### src/rtl/rsa_modexp.sv
// rsa_modexp: base^exponent mod modulus by binary square-and-multiply.
// The modular multiplier is an interleaved MSB-first shift-add-subtract
// core that consumes one multiplier bit per clock.
// Optional feature macro: RSA_CONST_TIME_EN, which processes every exponent
// bit so that latency does not depend on the exponent.
module rsa_modexp #(
  parameter int unsigned WIDTH = 32
) (
  input  logic               clk,
  input  logic               reset,
  input  logic               start,
  input  logic [2*WIDTH-1:0] base,
  input  logic [2*WIDTH-1:0] exponent,
  input  logic [2*WIDTH-1:0] modulus,
  output logic               busy,
  output logic               done,
  output logic [2*WIDTH-1:0] result
);

  localparam int unsigned OW = 2 * WIDTH;
  localparam int unsigned AW = OW + 2;
  localparam int unsigned CW = $clog2(OW);

  typedef enum logic [2:0] {
    S_IDLE,
    S_REDUCE,
    S_CHECK,
    S_MULT,
    S_SQUARE,
    S_HOLD
  } state_t;

  state_t        state, state_next;
  logic [OW-1:0] base_q, n_q, rem, b, r;
  logic [AW-1:0] acc;
  logic [CW-1:0] cnt;
  logic          last;
  logic [OW-1:0] mx, my;
  logic [AW-1:0] t_dbl, t_red1, t_add, mm_out;
  logic [OW-1:0] res_next;
`ifdef RSA_CONST_TIME_EN
  logic [CW-1:0] bits;
`endif

  assign last = (cnt == CW'(0));

  // One shift-add-subtract step of modmul(mx, my) on the shared accumulator
  always_comb begin
    mx = '0;
    my = '0;
    case (state)
      S_REDUCE: begin mx = OW'(1); my = base_q; end
      S_MULT:   begin mx = r;      my = b;      end
      S_SQUARE: begin mx = b;      my = b;      end
      default:  ;
    endcase
    t_dbl  = acc << 1;
    t_red1 = (t_dbl >= AW'(n_q)) ? t_dbl - AW'(n_q) : t_dbl;
    t_add  = t_red1 + (my[cnt] ? AW'(mx) : AW'(0));
    mm_out = (t_add >= AW'(n_q)) ? t_add - AW'(n_q) : t_add;
  end

  // Next-state and next-result selection
  always_comb begin
    state_next = state;
    res_next   = result;
    case (state)
      S_IDLE, S_HOLD: if (start) state_next = S_REDUCE;
      S_REDUCE: begin
        if (n_q < OW'(2)) state_next = S_HOLD;
        else if (last)    state_next = S_CHECK;
      end
      S_CHECK: begin
`ifdef RSA_CONST_TIME_EN
        state_next = S_MULT;
`else
        if (rem == '0)   state_next = S_HOLD;
        else if (rem[0]) state_next = S_MULT;
        else             state_next = S_SQUARE;
`endif
      end
      S_MULT: begin
        if (last) begin
`ifdef RSA_CONST_TIME_EN
          state_next = S_SQUARE;
`else
          state_next = (rem[OW-1:1] == '0) ? S_HOLD : S_SQUARE;
`endif
        end
      end
      S_SQUARE: begin
        if (last) begin
`ifdef RSA_CONST_TIME_EN
          state_next = (bits == CW'(OW - 1)) ? S_HOLD : S_CHECK;
`else
          state_next = S_CHECK;
`endif
        end
      end
      default: state_next = S_IDLE;
    endcase
    // result is loaded only on the edge that enters HOLD
    if (state_next == S_HOLD && state != S_HOLD) begin
      if (state == S_REDUCE)    res_next = '0;
      else if (state == S_MULT) res_next = mm_out[OW-1:0];
      else                      res_next = r;
    end
  end

  // State, status outputs and datapath registers
  always_ff @(posedge clk) begin
    if (reset) begin
      state  <= S_IDLE;
      busy   <= 1'b0;
      done   <= 1'b0;
      result <= '0;
      base_q <= '0;
      n_q    <= '0;
      rem    <= '0;
      b      <= '0;
      r      <= '0;
      acc    <= '0;
      cnt    <= '0;
`ifdef RSA_CONST_TIME_EN
      bits   <= '0;
`endif
    end else begin
      state  <= state_next;
      busy   <= (state_next != S_IDLE) && (state_next != S_HOLD);
      done   <= (state_next == S_HOLD);
      result <= res_next;
      case (state)
        S_IDLE, S_HOLD: begin
          if (start) begin
            base_q <= base;
            n_q    <= modulus;
            rem    <= exponent;
            r      <= OW'(1);
            b      <= '0;
            acc    <= '0;
            cnt    <= CW'(OW - 1);
`ifdef RSA_CONST_TIME_EN
            bits   <= '0;
`endif
          end
        end
        S_REDUCE, S_MULT, S_SQUARE: begin
          acc <= last ? '0 : mm_out;
          cnt <= last ? CW'(OW - 1) : cnt - CW'(1);
          if (last) begin
            case (state)
              S_REDUCE: b <= mm_out[OW-1:0];
              S_MULT: begin
`ifdef RSA_CONST_TIME_EN
                // product is always formed; kept only for a set exponent bit
                if (rem[0]) r <= mm_out[OW-1:0];
`else
                r <= mm_out[OW-1:0];
`endif
              end
              S_SQUARE: begin
                b   <= mm_out[OW-1:0];
                rem <= rem >> 1;
`ifdef RSA_CONST_TIME_EN
                bits <= bits + CW'(1);
`endif
              end
              default: ;
            endcase
          end
        end
        default: ;
      endcase
    end
  end

endmodule

### config.mk
export PLATFORM = sky130hd
export DESIGN_NAME = rsa_modexp
export DESIGN_NICKNAME = d
export VERILOG_FILES = /design/src/rtl/rsa_modexp.sv
export SDC_FILE = /design/constraint.sdc
export NUM_CORES = 2
export LEC_CHECK = 0
export ABC_AREA = 1
export BUFFER_PORTS_ARGS = -buffer_cell sky130_fd_sc_hd__buf_2
export CORE_MARGIN = 2
export CORE_UTILIZATION = 25
export DETAILED_ROUTE_END_ITERATION = 7
export GPL_ROUTABILITY_DRIVEN = 0
export SKIP_LAST_GASP = 1
export SYNTH_ARGS = -nofsm -noshare
export SYNTH_HDL_FRONTEND = slang
export SYNTH_SLANG_ARGS = --single-unit
### constraint.sdc
create_clock -name clk -period 7.2 [get_ports clk]
set_input_delay 0.72 -clock clk [delete_from_list [all_inputs] [get_ports clk]]
set_output_delay 0.72 -clock clk [all_outputs]
set_load 0.01 [all_outputs]
==> metrics <==
status=complete, but fails checks; violated checks=negative setup slack; predominant post-synthesis flop cell=dfxtp_1; post-layout min period=7220 ps; critical path fanouts, max=13; layout cells sized above 1=0.296; top-count cell post-synth=nand2_1; M2 GR Usage=0.368; Area contributors post-synth=dfxtp_1 (26%), nand2_1 (15%), a21oi_1 (9.9%); critical path arrival=about 7700 ps; I/O Buffers=260; register bit count reported by yosys=460; vias in the first global route=42300; worst r2r src=state[0]$_SDFF_PP0_; die span in x=381 microns; Post-CTS Hold Fix Bufs=0; biggest area consumer among synthesized cells=dfxtp_1; post-synthesis mux area share=0; dpl hpwl=141000 microns; CTS tree=built; Die ar.=between 0.1 and 0.15 sq mm; # nets final=around 7400; Post-Synthesis Cells=roughly 5800; sw power=0.0146 W; final hold vios=0; Most Frequent Cell on Critical Path=buf_4; asr flop ratio synth=0; first-pass GRT wire length=258000 microns; Req. time, crit path=7660 ps; grt met1 use=0.308; clock share of power=0.098; Pint=between 0.01 and 0.015 W; Synth Area in Adders=0.0697; row count=138; largest family of logic cells by synthesized area=simple AND/OR/NAND/NOR gates; wire per inst=19.9 microns; endpoints failing setup=6; final core occ=0.365; initial antenna violation count=4; sequential area share after synthesis=0.259; Slew Limit Headroom=0.0490; post-synthesis compound-gate area fraction=0.213; Max Clock Freq=139 MHz; switching share of total power=0.508; cell area after layout=0.0516 sq mm; largest net degree at the start of global routing=197; mean post-synth cell area=about 6.1 sq um; RSZ-0062 raised after global routing=true; First DRT Iteration DRCs=5058; Syn Nets=between 6000 and 7000; deepest level of the CTS H-tree=2; final clock skew=around 43 ps; Pre-antenna DRT Iters=8; max incr delay on CP=360 ps; worst-margin pin slew=1430 ps; P per Cell Area=approximately 560 mW/mm^2; Synthesis Warnings=0; Final period util=1.00; number of synthesized flops with an enable pin=0; Crit Path Class=register to register; clk slew on worst S/H paths=about 70 ps; total track usage=0.231; core box area=0.141 sq mm; Final ANT Viol Nets=0; top-area cell type share of the netlist area=0.259; clock latency at the later pin of the worst-skew pair=650 ps; Setup crit end=r[23]$_SDFFE_PP0P_; Setup crit start kind=register; P&R area growth vs syn=45.4%; Crit. End Element=register; Ports=261; cell area after synthesis=0.0355 sq mm; Worst IR Drop VDD=0.298 mV; CP startpoint=state[0]$_SDFF_PP0_; Reg2Reg Depth=45; DR vias/cell=just over 5; Num CTS Buffers=52; Post-synth top cells=nand2_1 (1437), a21oi_1 (705), inv_1 (639); WHS=312 ps; post-synth cell types=59; global route overflow=0; power share of the sequential group=0.109; Post-route DRC=0; Initial Util=0.251; Synth Area in XOR/XNOR=0.0385; Static Leak=23.2 nW; Synth Area in Simple Gates=0.317; Maximum Capacitance Violations=0; post-placement cell area=0.0468 sq mm; Combinational Power Share=0.793; min setup slack post-route=-18.3 ps; Vias=roughly 45000; Pwr Total=0.0288 W; # clock sinks=460; CP max stage cell=dfxtp_2; worst flop-to-flop path endpoint=r[23]$_SDFFE_PP0P_; Final Max Slew Viols=0; Vert. Die Dim=381 microns; routed wire length=179000 microns; GRT Max-Usage Layer=met2; met3 usage=0.0378; setup_tns=-54.4 ps; setup slack, reg-to-reg=-20 ps; CTS Root Cell=clkbuf_16; fillers=15100; worst hold path type=primary input to register; Clock Tree Buf Depth=3
-- worst min-delay path by stage --
stage,start,to,cells after the start
2_1_floorplan,r[1]$_SDFFE_PP0P_,r[1]$_SDFFE_PP0P_,2
3_3_place_gp,result[32]$_SDFFE_PP0P_,result[32]$_SDFFE_PP0P_,2
3_5_place_dp,result[26]$_SDFFE_PP0P_,result[26]$_SDFFE_PP0P_,2
4_1_cts,base[57],base_q[57]$_SDFFE_PP0P_,3
5_1_grt,base[38],base_q[38]$_SDFFE_PP0P_,3
6_report,base[57],base_q[57]$_SDFFE_PP0P_,3
-- final cells by class --
class                   count  area [sq um]  area share
clock buffers              74          1520      0.0295
multi-input cells        4409         24900       0.483
inverters                 662          2500      0.0485
repair buffers           1445         10800       0.209
clock inverters            19           239     0.00463
diodes                      1          2.50   0.0000485
flip-flops and latches    460          9240       0.179
well taps                1890          2360      0.0458
-- power groups by stage --
stage	sequential [W]	clock (W)	combinational (W)
global route	0.00317	0.00296	0.0240
global placement	0.00317	0	0.0197
finish	0.00315	0.00282	0.0228
CTS	0.00312	0.00287	0.0205
detailed placement	0.00317	0	0.0199
floorplan	0.00305	0	0.00945
-- repair_timing --
| item | in CTS | in global routing |
|---|---|---|
| resized for setup | 108 | 485 |
| setup endpoints to repair | 257 | 257 |
| pin swaps | 15 | 93 |
| cloned | 3 | 9 |
| buffers inserted | 12 | 41 |
| endpoints found under the hold margin | 0 | 0 |
-- logic make-up after synthesis --
| group | after synthesis |
|---|---|
| buffers and inverters | 916 |
| AO/OA/AOI/OAI | 1373 |
| adder cells (fa/ha/maj) | 196 |
| XOR/XNOR | 156 |
| flip-flops | 460 |
| AND/OR/NAND/NOR | 2684 |
-- cell usage in the layout, fill, tap and decap left out, types with 122 or more instances in the layout --
cell type / n
a211oi_1: 122
buf_2: 259
ha_1: 140
dfxtp_1: 438
nand3_1: 326
nand2_1: 1364
nor2_1: 508
inv_1: 625
o21ai_0: 306
buf_4: 1137
a21oi_1: 607
-- sequential cells by signal, indices dropped and copies added (netlist names) --
register  flops
acc          65
b            64
base_q       64
n_q          64
r            64
rem          64
result       64
cnt           6
state         3
busy          1
done          1
-- worst max-delay path: cells and delay by family (launching register included) --
kind	cells	cell delay (ps)
AO/OA/AOI/OAI	12	1900
XOR/XNOR	1	330
adder cells (fa/ha/maj)	2	660
buffers and inverters	13	1890
flip-flops	1	360
AND/OR/NAND/NOR	17	1890
-- layer usage --
metal	vias up	share of wire	routed length, microns
met4	4	0.050	8970
met2	2263	0.44	78100
met1	21100	0.41	74100
li1	21600	-	-
met3	423	0.098	17500
met5	-	0.00015	27
-- per-stage QoR --
stage	setup WS, ps	instances
4_1_cts	-7.21	8910
3_3_place_gp	-852	8802
6_report	-18.3	8960
3_5_place_dp	-864	8802
5_1_grt	-258	8959
2_1_floorplan	1130	5785
(Power assumes the default switching activity.)
